### src/rtl/rv32i_pkg.sv
// Shared RV32I definitions: opcodes, ALU operation encoding, immediate and
// result selectors, and the decoded control bundle.
package rv32i_pkg;

  localparam logic [6:0] OpcR      = 7'b0110011;
  localparam logic [6:0] OpcIAlu   = 7'b0010011;
  localparam logic [6:0] OpcLoad   = 7'b0000011;
  localparam logic [6:0] OpcStore  = 7'b0100011;
  localparam logic [6:0] OpcBranch = 7'b1100011;
  localparam logic [6:0] OpcJal    = 7'b1101111;
  localparam logic [6:0] OpcJalr   = 7'b1100111;
  localparam logic [6:0] OpcLui    = 7'b0110111;
  localparam logic [6:0] OpcAuipc  = 7'b0010111;
  localparam logic [6:0] OpcFence  = 7'b0001111;
  localparam logic [6:0] OpcSystem = 7'b1110011;

  typedef enum logic [3:0] {
    AluAdd   = 4'b0000,
    AluSub   = 4'b0001,
    AluAnd   = 4'b0010,
    AluOr    = 4'b0011,
    AluXor   = 4'b0100,
    AluSlt   = 4'b0101,
    AluSltu  = 4'b0110,
    AluSll   = 4'b0111,
    AluSrl   = 4'b1000,
    AluSra   = 4'b1001,
    AluPassb = 4'b1010
  } alu_op_t;

  typedef enum logic [2:0] {ImmI, ImmS, ImmB, ImmU, ImmJ} imm_src_t;

  typedef enum logic [1:0] {
    ResAlu = 2'b00,
    ResMem = 2'b01,
    ResPc4 = 2'b10
  } result_src_t;

  typedef struct packed {
    logic        reg_write;
    logic        mem_write;
    logic        jump;
    logic        branch;
    logic        alu_src;
    logic        alu_src_a;
    logic        illegal;
    result_src_t result_src;
    alu_op_t     alu_control;
    imm_src_t    imm_src;
  } ctrl_t;

endpackage

### src/rtl/regfile.sv
// 32-entry register file: x0 hardwired to zero, synchronous write, combinational read.
// REGFILE_BYPASS_EN: same-cycle write is forwarded to the read ports (write-first).
module regfile #(
  parameter int unsigned DataWidth = 32,
  parameter int unsigned AddrWidth = 5
) (
  input  logic                 clk_i,
  input  logic                 rst_ni,
  input  logic [AddrWidth-1:0] raddr1_i,
  input  logic [AddrWidth-1:0] raddr2_i,
  input  logic                 we_i,
  input  logic [AddrWidth-1:0] waddr_i,
  input  logic [DataWidth-1:0] wdata_i,
  output logic [DataWidth-1:0] rdata1_o,
  output logic [DataWidth-1:0] rdata2_o
);

  localparam int unsigned NumRegs = 2 ** AddrWidth;

  logic [DataWidth-1:0] mem_q [NumRegs];

  // Storage: cleared by reset, writes to x0 dropped
  always_ff @(posedge clk_i or negedge rst_ni) begin
    if (!rst_ni) begin
      for (int i = 0; i < NumRegs; i++) mem_q[i] <= '0;
    end else if (we_i && (waddr_i != '0)) begin
      mem_q[waddr_i] <= wdata_i;
    end
  end

  // Read ports: x0 forced to zero, optional write-first forwarding
  always_comb begin
    rdata1_o = mem_q[raddr1_i];
    rdata2_o = mem_q[raddr2_i];
`ifdef REGFILE_BYPASS_EN
    if (we_i && (waddr_i != '0) && (waddr_i == raddr1_i)) rdata1_o = wdata_i;
    if (we_i && (waddr_i != '0) && (waddr_i == raddr2_i)) rdata2_o = wdata_i;
`endif
    if (raddr1_i == '0) rdata1_o = '0;
    if (raddr2_i == '0) rdata2_o = '0;
  end

endmodule

### src/rtl/decode_stage.sv
// RV32I decode stage: main/ALU decoders, immediate extender, register file and
// the decode/execute pipeline register with flush-to-bubble.
// Optional macro REGFILE_BYPASS_EN enables write-first register file reads.
module decode_stage
  import rv32i_pkg::*;
#(
  parameter int unsigned DATA_WIDTH = 32,
  parameter int unsigned ADDR_WIDTH = 5
) (
  input  logic                  clk,
  input  logic                  rst,
  input  logic [DATA_WIDTH-1:0] InstrD,
  input  logic [DATA_WIDTH-1:0] PCd,
  input  logic [DATA_WIDTH-1:0] PCPlus4D,
  input  logic                  FlushE,
  input  logic                  RegWriteW,
  input  logic [ADDR_WIDTH-1:0] RdW,
  input  logic [DATA_WIDTH-1:0] ResultW,
  output logic [ADDR_WIDTH-1:0] Rs1D,
  output logic [ADDR_WIDTH-1:0] Rs2D,
  output logic                  RegWriteE,
  output logic                  MemWriteE,
  output logic                  JumpE,
  output logic                  BranchE,
  output logic                  ALUSrcE,
  output logic                  ALUSrcAE,
  output logic                  IllegalE,
  output logic [1:0]            ResultSrcE,
  output logic [3:0]            ALUControlE,
  output logic [2:0]            Funct3E,
  output logic [DATA_WIDTH-1:0] RD1E,
  output logic [DATA_WIDTH-1:0] RD2E,
  output logic [DATA_WIDTH-1:0] ImmExtE,
  output logic [DATA_WIDTH-1:0] PCE,
  output logic [DATA_WIDTH-1:0] PCPlus4E,
  output logic [ADDR_WIDTH-1:0] Rs1E,
  output logic [ADDR_WIDTH-1:0] Rs2E,
  output logic [ADDR_WIDTH-1:0] RdE
);

  typedef struct packed {
    logic                  reg_write;
    logic                  mem_write;
    logic                  jump;
    logic                  branch;
    logic                  alu_src;
    logic                  alu_src_a;
    logic                  illegal;
    result_src_t           result_src;
    alu_op_t               alu_control;
    logic [2:0]            funct3;
    logic [DATA_WIDTH-1:0] rd1;
    logic [DATA_WIDTH-1:0] rd2;
    logic [DATA_WIDTH-1:0] imm_ext;
    logic [DATA_WIDTH-1:0] pc;
    logic [DATA_WIDTH-1:0] pc_plus4;
    logic [ADDR_WIDTH-1:0] rs1;
    logic [ADDR_WIDTH-1:0] rs2;
    logic [ADDR_WIDTH-1:0] rd;
  } de_t;

  logic [6:0]            opcode;
  logic [2:0]            funct3;
  logic                  funct7b5;
  logic                  alu_by_funct;
  ctrl_t                 ctrl;
  logic [31:0]           imm32;
  logic [DATA_WIDTH-1:0] rd1, rd2;
  de_t                   de_d, de_q;

  assign opcode   = InstrD[6:0];
  assign funct3   = InstrD[14:12];
  assign funct7b5 = InstrD[30];
  assign Rs1D     = InstrD[19:15];
  assign Rs2D     = InstrD[24:20];

  regfile #(
    .DataWidth(DATA_WIDTH),
    .AddrWidth(ADDR_WIDTH)
  ) u_regfile (
    .clk_i   (clk),
    .rst_ni  (rst),
    .raddr1_i(Rs1D),
    .raddr2_i(Rs2D),
    .we_i    (RegWriteW),
    .waddr_i (RdW),
    .wdata_i (ResultW),
    .rdata1_o(rd1),
    .rdata2_o(rd2)
  );

  // Main decoder plus funct3/funct7 ALU decoder for R-type and I-ALU
  always_comb begin
    ctrl         = '0;
    ctrl.alu_control = AluAdd;
    ctrl.imm_src     = ImmI;
    ctrl.result_src  = ResAlu;
    alu_by_funct = 1'b0;
    unique case (opcode)
      OpcR: begin
        ctrl.reg_write = 1'b1;
        alu_by_funct   = 1'b1;
      end
      OpcIAlu: begin
        ctrl.reg_write = 1'b1;
        ctrl.alu_src   = 1'b1;
        alu_by_funct   = 1'b1;
      end
      OpcLoad: begin
        ctrl.reg_write  = 1'b1;
        ctrl.alu_src    = 1'b1;
        ctrl.result_src = ResMem;
      end
      OpcStore: begin
        ctrl.mem_write = 1'b1;
        ctrl.alu_src   = 1'b1;
        ctrl.imm_src   = ImmS;
      end
      OpcBranch: begin
        ctrl.branch      = 1'b1;
        ctrl.alu_control = AluSub;
        ctrl.imm_src     = ImmB;
      end
      OpcJal: begin
        ctrl.jump       = 1'b1;
        ctrl.reg_write  = 1'b1;
        ctrl.result_src = ResPc4;
        ctrl.imm_src    = ImmJ;
      end
      OpcJalr: begin
        ctrl.jump       = 1'b1;
        ctrl.reg_write  = 1'b1;
        ctrl.alu_src    = 1'b1;
        ctrl.result_src = ResPc4;
      end
      OpcLui: begin
        ctrl.reg_write   = 1'b1;
        ctrl.alu_src     = 1'b1;
        ctrl.alu_control = AluPassb;
        ctrl.imm_src     = ImmU;
      end
      OpcAuipc: begin
        ctrl.reg_write = 1'b1;
        ctrl.alu_src   = 1'b1;
        ctrl.alu_src_a = 1'b1;
        ctrl.imm_src   = ImmU;
      end
      // FENCE, SYSTEM and unknown opcodes decode as illegal
      default: ctrl.illegal = 1'b1;
    endcase

    if (alu_by_funct) begin
      unique case (funct3)
        3'b000:  ctrl.alu_control = (opcode == OpcR && funct7b5) ? AluSub : AluAdd;
        3'b001:  ctrl.alu_control = AluSll;
        3'b010:  ctrl.alu_control = AluSlt;
        3'b011:  ctrl.alu_control = AluSltu;
        3'b100:  ctrl.alu_control = AluXor;
        3'b101:  ctrl.alu_control = funct7b5 ? AluSra : AluSrl;
        3'b110:  ctrl.alu_control = AluOr;
        default: ctrl.alu_control = AluAnd;
      endcase
    end
  end

  // Immediate extender, sign taken from InstrD[31] in every format
  always_comb begin
    unique case (ctrl.imm_src)
      ImmS:    imm32 = {{20{InstrD[31]}}, InstrD[31:25], InstrD[11:7]};
      ImmB:    imm32 = {{19{InstrD[31]}}, InstrD[31], InstrD[7], InstrD[30:25],
                        InstrD[11:8], 1'b0};
      ImmU:    imm32 = {InstrD[31:12], 12'b0};
      ImmJ:    imm32 = {{11{InstrD[31]}}, InstrD[31], InstrD[19:12], InstrD[20],
                        InstrD[30:21], 1'b0};
      default: imm32 = {{20{InstrD[31]}}, InstrD[31:20]};
    endcase
  end

  // Assemble the next D/E register contents
  always_comb begin
    de_d             = '0;
    de_d.reg_write   = ctrl.reg_write;
    de_d.mem_write   = ctrl.mem_write;
    de_d.jump        = ctrl.jump;
    de_d.branch      = ctrl.branch;
    de_d.alu_src     = ctrl.alu_src;
    de_d.alu_src_a   = ctrl.alu_src_a;
    de_d.illegal     = ctrl.illegal;
    de_d.result_src  = ctrl.result_src;
    de_d.alu_control = ctrl.alu_control;
    de_d.funct3      = funct3;
    de_d.rd1         = rd1;
    de_d.rd2         = rd2;
    de_d.imm_ext     = DATA_WIDTH'($signed(imm32));
    de_d.pc          = PCd;
    de_d.pc_plus4    = PCPlus4D;
    de_d.rs1         = Rs1D;
    de_d.rs2         = Rs2D;
    de_d.rd          = InstrD[11:7];
  end

  // D/E pipeline register; flush loads an all-zero bubble
  always_ff @(posedge clk or negedge rst) begin
    if (!rst) begin
      de_q <= '0;
    end else if (FlushE) begin
      de_q <= '0;
    end else begin
      de_q <= de_d;
    end
  end

  assign RegWriteE   = de_q.reg_write;
  assign MemWriteE   = de_q.mem_write;
  assign JumpE       = de_q.jump;
  assign BranchE     = de_q.branch;
  assign ALUSrcE     = de_q.alu_src;
  assign ALUSrcAE    = de_q.alu_src_a;
  assign IllegalE    = de_q.illegal;
  assign ResultSrcE  = de_q.result_src;
  assign ALUControlE = de_q.alu_control;
  assign Funct3E     = de_q.funct3;
  assign RD1E        = de_q.rd1;
  assign RD2E        = de_q.rd2;
  assign ImmExtE     = de_q.imm_ext;
  assign PCE         = de_q.pc;
  assign PCPlus4E    = de_q.pc_plus4;
  assign Rs1E        = de_q.rs1;
  assign Rs2E        = de_q.rs2;
  assign RdE         = de_q.rd;

endmodule

### config.mk
export PLATFORM = sky130hd
export DESIGN_NAME = decode_stage
export DESIGN_NICKNAME = d
export VERILOG_FILES = /design/src/rtl/rv32i_pkg.sv /design/src/rtl/regfile.sv /design/src/rtl/decode_stage.sv
export SDC_FILE = /design/constraint.sdc
export NUM_CORES = 2
export LEC_CHECK = 0
export BUFFER_PORTS_ARGS = -buffer_cell sky130_fd_sc_hd__buf_2
export CAP_MARGIN = 5
export CELL_PAD_IN_SITES_DETAIL_PLACEMENT = 1
export CELL_PAD_IN_SITES_GLOBAL_PLACEMENT = 2
export CORE_UTILIZATION = 46
export DETAILED_ROUTE_END_ITERATION = 16
export PLACE_DENSITY_LB_ADDON = 0.1
export SYNTH_ARGS = -nofsm -noshare
export SYNTH_HDL_FRONTEND = slang
export SYNTH_SLANG_ARGS = --single-unit
### constraint.sdc
create_clock -name clk -period 1.9 [get_ports clk]
set_input_delay 0.38 -clock clk [delete_from_list [all_inputs] [get_ports clk]]
set_output_delay 0.38 -clock clk [all_outputs]
set_load 0.02 [all_outputs]
---- Yosys cells after proc, flatten, opt, wreduce, memory -nomap -nowiden ----
Cells that the tools add are included.
cells by class
  magnitude comparators ................... 4
  equal/unequal tests ..................... 19
  mux-type cells .......................... 28
  bitwise gates (word level) .............. 3
  reductions and logical operators ........ 13
operators by type and width
  operator                                              count
  bitwise mux 1024 bit                                  1
  binary-select mux 32 bit (select 5 bit)               2
  two-way mux 32 bit                                    7
  two-way mux 191 bit                                   1
  demux 32 bit (select 5 bit)                           1
  one-hot mux 31 bit (4 select lines)                   1
  one-hot mux 4 bit (7 select lines)                    1
  equality test 7 x 6 -> 1 bit (second input constant)  3
  equality test 7 bit (second input constant)           3
  >= comparator 6 bit (second input constant)           3
  inverter 5 -> 6 bit                                   3
  equality test 7 x 5 -> 1 bit (second input constant)  2
  equality test 3 x 2 -> 1 bit (second input constant)  4
  equality test 3 bit (second input constant)           4
  one-hot mux 3 bit (4 select lines)                    1
  zero test 5 bit                                       2
  two-way mux 1 bit                                     10
  OR reduction 9 bit                                    1
  one-hot mux 4 bit (2 select lines)                    1
  equality test 7 x 2 -> 1 bit (second input constant)  1
  OR reduction 7 bit                                    1
  equality test 3 x 1 -> 1 bit (second input constant)  2
  < comparator 6 x 1 -> 1 bit (second input constant)   1
  OR reduction 2 bit                                    3
  6 further kinds                                       8
storage, ports and cells
  register bits after elaboration ......... 1215
  output and inout bits ................... 201

---- Logic depth before layout (Yosys ltp) ----
  depth after elaboration ................. 6
  gate-level depth with buffers ........... 9
  depth with buffers taken out ............ 5

---- Hierarchy ----
From an unflattened synthesis, not the netlist that was laid out.
second synthesis, totals
  cells, all modules ...................... 4100
  area, all modules ....................... 60883.4 um^2
modules (own cells, without submodules)
  module        times used  cells each  area each (um^2)  seq. area each (um^2)
  regfile       1           3621        54357.1           25624.6
  decode_stage  1           479         6526.3            4754.6

---- Worst setup path after synthesis ----
No wires, ideal clock.
  path kind ............................... input-to-reg
  start point ............................. input InstrD[15]
  end point ............................... register de_q (netlist bit RD1E[10])
  library setup time ...................... 0.142 ns
  arrival ................................. 1.900 ns
  data required time ...................... 1.758 ns
  setup slack ............................. -0.142 ns
  stages .................................. 7
  buffers on the path ..................... 3
  path through ............................ clkbuf_1 buf_2 buf_2 mux4_2 mux2i_1 o22a_1 o221ai_1
between the ends
  word-level cells in the longest chain between the ends .. 6
  elaborated cells on any way between the ends .. 7
  those cells by class .................... mux: 5; bitwise: 1; reduce/logical: 1
ends and longest elaborated chain
  item                                                   line                 text
  start, declared                                        decode_stage.sv:12   input logic [DATA_WIDTH-1:0] InstrD,
  inverter 5 -> 6 bit (not written as such)              regfile.sv:33        rdata1_o = mem_q[raddr1_i];
  binary-select mux 32 bit (select 5 bit)                regfile.sv:33
  two-way mux 32 bit (not written as such) (2 in a row)  regfile.sv:33
  two-way mux 32 bit *                                   regfile.sv:39        if (raddr1_i == '0) rdata1_o = '0;
  two-way mux 191 bit *                                  decode_stage.sv:206  end else if (FlushE) begin
  end signal, assigned                                   decode_stage.sv:205  de_q <= '0;
  end signal, assigned                                   decode_stage.sv:207  de_q <= '0;
  end signal, assigned                                   decode_stage.sv:209  de_q <= de_d;
  end, declared                                          decode_stage.sv:69   de_t de_d, de_q;
Every way passes the cells marked *; elsewhere a longest branch is shown, timed or not. The select of a mux whose other input is x is not followed.
A chain may end at the register's enable or synchronous reset.

---- Worst setup path in the final report ----
  start point ............................. register de_q (netlist bit RD2E[8])
  end point ............................... output RD2E[8]
RTL lines
  item           line                text
  end, declared  decode_stage.sv:32  output logic [DATA_WIDTH-1:0] RD2E,
No word-level cell between the ends.

==> key figures <==
Global routing
  – Largest net degree at the start of global routing: 64
  – Vias in the first global route: 42,582
  – Total global routing overflow: 0
  – Overall global routing resource usage: 32.48%
  – Global-route wire length before repair: 307,800 um
  – Antenna violations before repair: 13

Status
  – Violations in the final reports: design-rule violations
  – Status: finished, violations left

Clocking
  – CTS H-tree lvls: 4
  – CTS sink count: 1,214
  – Clock-pin slew reported for the worst setup and hold paths after clock tree synthesis: 0.06 ns
  – Maximum root-to-sink buffer count: 3
  – Inserted Clock Buffers: 140
  – Clk Latency, worst-skew pair: 0.79 ns
  – CTS tree: done
  – Clock Root Buffer: sky130_fd_sc_hd__clkbuf_16
  – Setup bufs post-CTS: 0

Detailed routing
  – Final wirelength: 209,600 um
  – Detailed-route vias per instance: 6.243
  – Detailed-route DRC error count: 2
  – Length of the first detailed-routing pass in iterations: 11
  – First DRT Iteration DRCs: 3,504
  – Via count: 39,341
  – Routed length per placed instance: 33.26 um
  – Post-route ant nets: 0

Setup path
  – Worst setup path startpoint: RD2E[8]
  – Crit Reg-Reg Startpoint: u_regfile.mem_q[770]
  – Termination of the worst setup path: RD2E[8]
  – Total buffers and inverters traversed by the critical path: 1
  – Startpoint Class: flop
  – Capturing point of the worst reg2reg path: RD2E[2]
  – Worst setup EP type: output pin
  – Data arrival time at the worst-slack endpoint: 1.49 ns
  – Register-to-register path setup slack: 0.09 ns
  – Slowest stage cell, crit path: sky130_fd_sc_hd__dfrtp_1
  – Critical Path, Cell by Cell: buf_2
  – Family with the most delay on the worst path: flip-flops
  – CP Max Fanout: 1
  – Required time of the critical path: 1.52 ns
  – Number of cells traversed by the worst register-to-register path: 4
  – CP peak stage delay: 0.48 ns
  – WP depth: 1
  – WS Path Type: flop to output pin

Synth
  – Yosys top cell by area: sky130_fd_sc_hd__dfrtp_1
  – Library cell with the highest instance count after synthesis: sky130_fd_sc_hd__dfrtp_1
  – Most used flip-flop cell after synthesis: sky130_fd_sc_hd__dfrtp_1
  – Share of the yosys chip area belonging to registers: 50.64%
  – Most numerous cell types in the synthesized netlist: 1,214 x sky130_fd_sc_hd__dfrtp_1, 993 x sky130_fd_sc_hd__mux2_2, 510 x sky130_fd_sc_hd__mux4_2
  – Share of Yosys cell area claimed by the top area cell type: 50.64%
  – Average footprint of a synthesized cell: 15.63 um2
  – Post-synth ARST share: 100.0%
  – Mapped Cells: 3,839
  – Top area cells in the synthesized netlist: sky130_fd_sc_hd__dfrtp_1 51%, sky130_fd_sc_hd__mux4_2 19%, sky130_fd_sc_hd__mux2_2 19%
  – EDFF count, synth: 0
  – Number of warnings printed during yosys synthesis: 0
  – Number of nets in the synthesized netlist: 3,976
  – Post-synthesis cell type count: 49
  – Netlist area before placement: 59,990 um2
  – Number of synthesized register bits: 1,214

Finish
  – Count of nets after finishing: 4,586
  – Share of post-route cells with drive strength above 1: 56.86%
  – Area overhead of the layout relative to synthesis: 22.51%

Timing
  – Final critical-path required period: 1.875 ns
  – Final critical-path setup slack: 0.02543 ns
  – Final Hold Fails: 0
  – Upper clock frequency limit: 533.5 MHz
  – Final Max Tran Viols: 0
  – Fin Clk Skew: 0.03789 ns
  – Fraction of the cycle the final worst path needs: 98.66%
  – RSZ-0062 raised after global routing: false
  – Slew HR: 32.07%
  – Worst hold slack across all endpoints: 0.05283 ns
  – Measured slew at the worst slew-check pin: 1.014 ns
  – Final setup fails: 0

Die
  – Die Height: 363.1 um
  – Area of the die: 131,900 um2
  – I/O Pins: 338
  – Initial core utilization: 46.33%
  – Core Footprint: 129,500 um2
  – Die width: 363.1 um
  – Row cnt: 132

Place
  – Post-detail-place hpwl: 141,100 um
  – Count of buffers from port buffering: 337
  – Worst slack, placed: -0.4507 ns
  – Final estimated routing congestion in global placement: 0.8641

Min path
  – Type of the most critical hold path: input port to flop
  – Hold path startpoint: FlushE

Pwr
  – Leak Pwr: 33.05 nW
  – VDD IR-drop max: 0.0009252 V
  – P per Cell Area: 1039 nW/um2

Flow run
  – Number of violations of the max-capacitance limit: 0
==> logic make-up after synthesis <==
logic type	synth area share, %
multiplexers	40.59
buffers and inverters	3.272
AO/OA/AOI/OAI	2.868
AND/OR/NAND/NOR	2.636
flip-flops	50.64
==> placed cells by master (no fill, tap or decap), types with 35 or more instances in the layout <==
cell type and count:
sky130_fd_sc_hd__a21oi_1 42, sky130_fd_sc_hd__mux2_2 993, sky130_fd_sc_hd__mux2i_1 168, sky130_fd_sc_hd__buf_4 307, sky130_fd_sc_hd__buf_12 165, sky130_fd_sc_hd__nor2_1 40
sky130_fd_sc_hd__a22oi_1 35, sky130_fd_sc_hd__dlygate4sd3_1 88, sky130_fd_sc_hd__nor2b_1 85, sky130_fd_sc_hd__nand2_1 37, sky130_fd_sc_hd__clkbuf_16 147, sky130_fd_sc_hd__buf_2 325
sky130_fd_sc_hd__dfrtp_1 1203, sky130_fd_sc_hd__mux4_2 510
==> routing by layer <==
layer | global-route usage, % | part of all wire, %
met1 | 45.59 | 43
met5 | 0 | 0.032
met2 | 51.28 | 48
met3 | 5.613 | 6.2
met4 | 11.15 | 3.4
==> metrics by stage <==
stage / power (W) / cell area (um2) / setup TNS (ns) / utilization (%) / cells
floorplan: 0.04295 / 60210 / 0 / - / 3839
global placement: 0.04773 / 67840 / -209.75 / 52.39 / 5961
detailed placement: 0.04847 / 67840 / -152.10 / 52.39 / 5961
CTS: 0.07677 / 73480 / 0 / 56.75 / 6297
global route: 0.07926 / 73490 / 0 / 56.76 / 6300
finish: 0.07635 / 73500 / 0 / 56.76 / 6302
==> registers in the layout, indices dropped and copies added (netlist names) <==
register and count:
Rs2E 5, ALUSrcE 1, ALUControlE 4, RD1E 32
RdE 5, Funct3E 3, PCE 32, BranchE 1
ImmExtE 32, IllegalE 1, ALUSrcAE 1, ResultSrcE 1
u_regfile.mem_q 1024, JumpE 1, RegWriteE 1, PCPlus4E 32
Rs1E 5, MemWriteE 1, RD2E 32
==> worst min-delay path by stage <==
stage                      endpoint  slack [ns]  cells past startpoint
5_1_grt                     PCE[19]        0.04                      3
6_report                    PCE[19]        0.05                      3
2_1_floorplan        ALUControlE[0]        0.08                      0
3_3_place_gp   u_regfile.mem_q[891]        0.26                      1
3_5_place_dp   u_regfile.mem_q[763]        0.26                      1
4_1_cts                 ImmExtE[11]      0.0003                      3
==> cell type report <==
class | instances | area [um2]
well taps | 1742 | 2180
clock inverters | 40 | 515.5
clock buffers | 208 | 4218
inverters | 7 | 27.53
diodes | 5 | 12.51
repair buffers | 891 | 8202
flip-flops and latches | 1214 | 30390
fillers | 12004 | 55990
multi-input cells | 2195 | 27950
==> power by group <==
part | total (W) | switching, W | leakage [nW] | internal, W
registers | 0.0339 | 0.00355 | 15.6 | 0.0303
logic | 0.0145 | 0.00580 | 15.1 | 0.00869
clock network | 0.0280 | 0.0112 | 2.34 | 0.0168
total | 0.0764 | 0.0205 | 33.0 | 0.0558
==> timing repair <==
action,CTS,global route
gates resized for setup,16,0
setup endpoints to repair,13,0
endpoints found under the hold margin,562,0
hold buffers,88,0
Note: power is estimated with default switching activity, not from simulation.
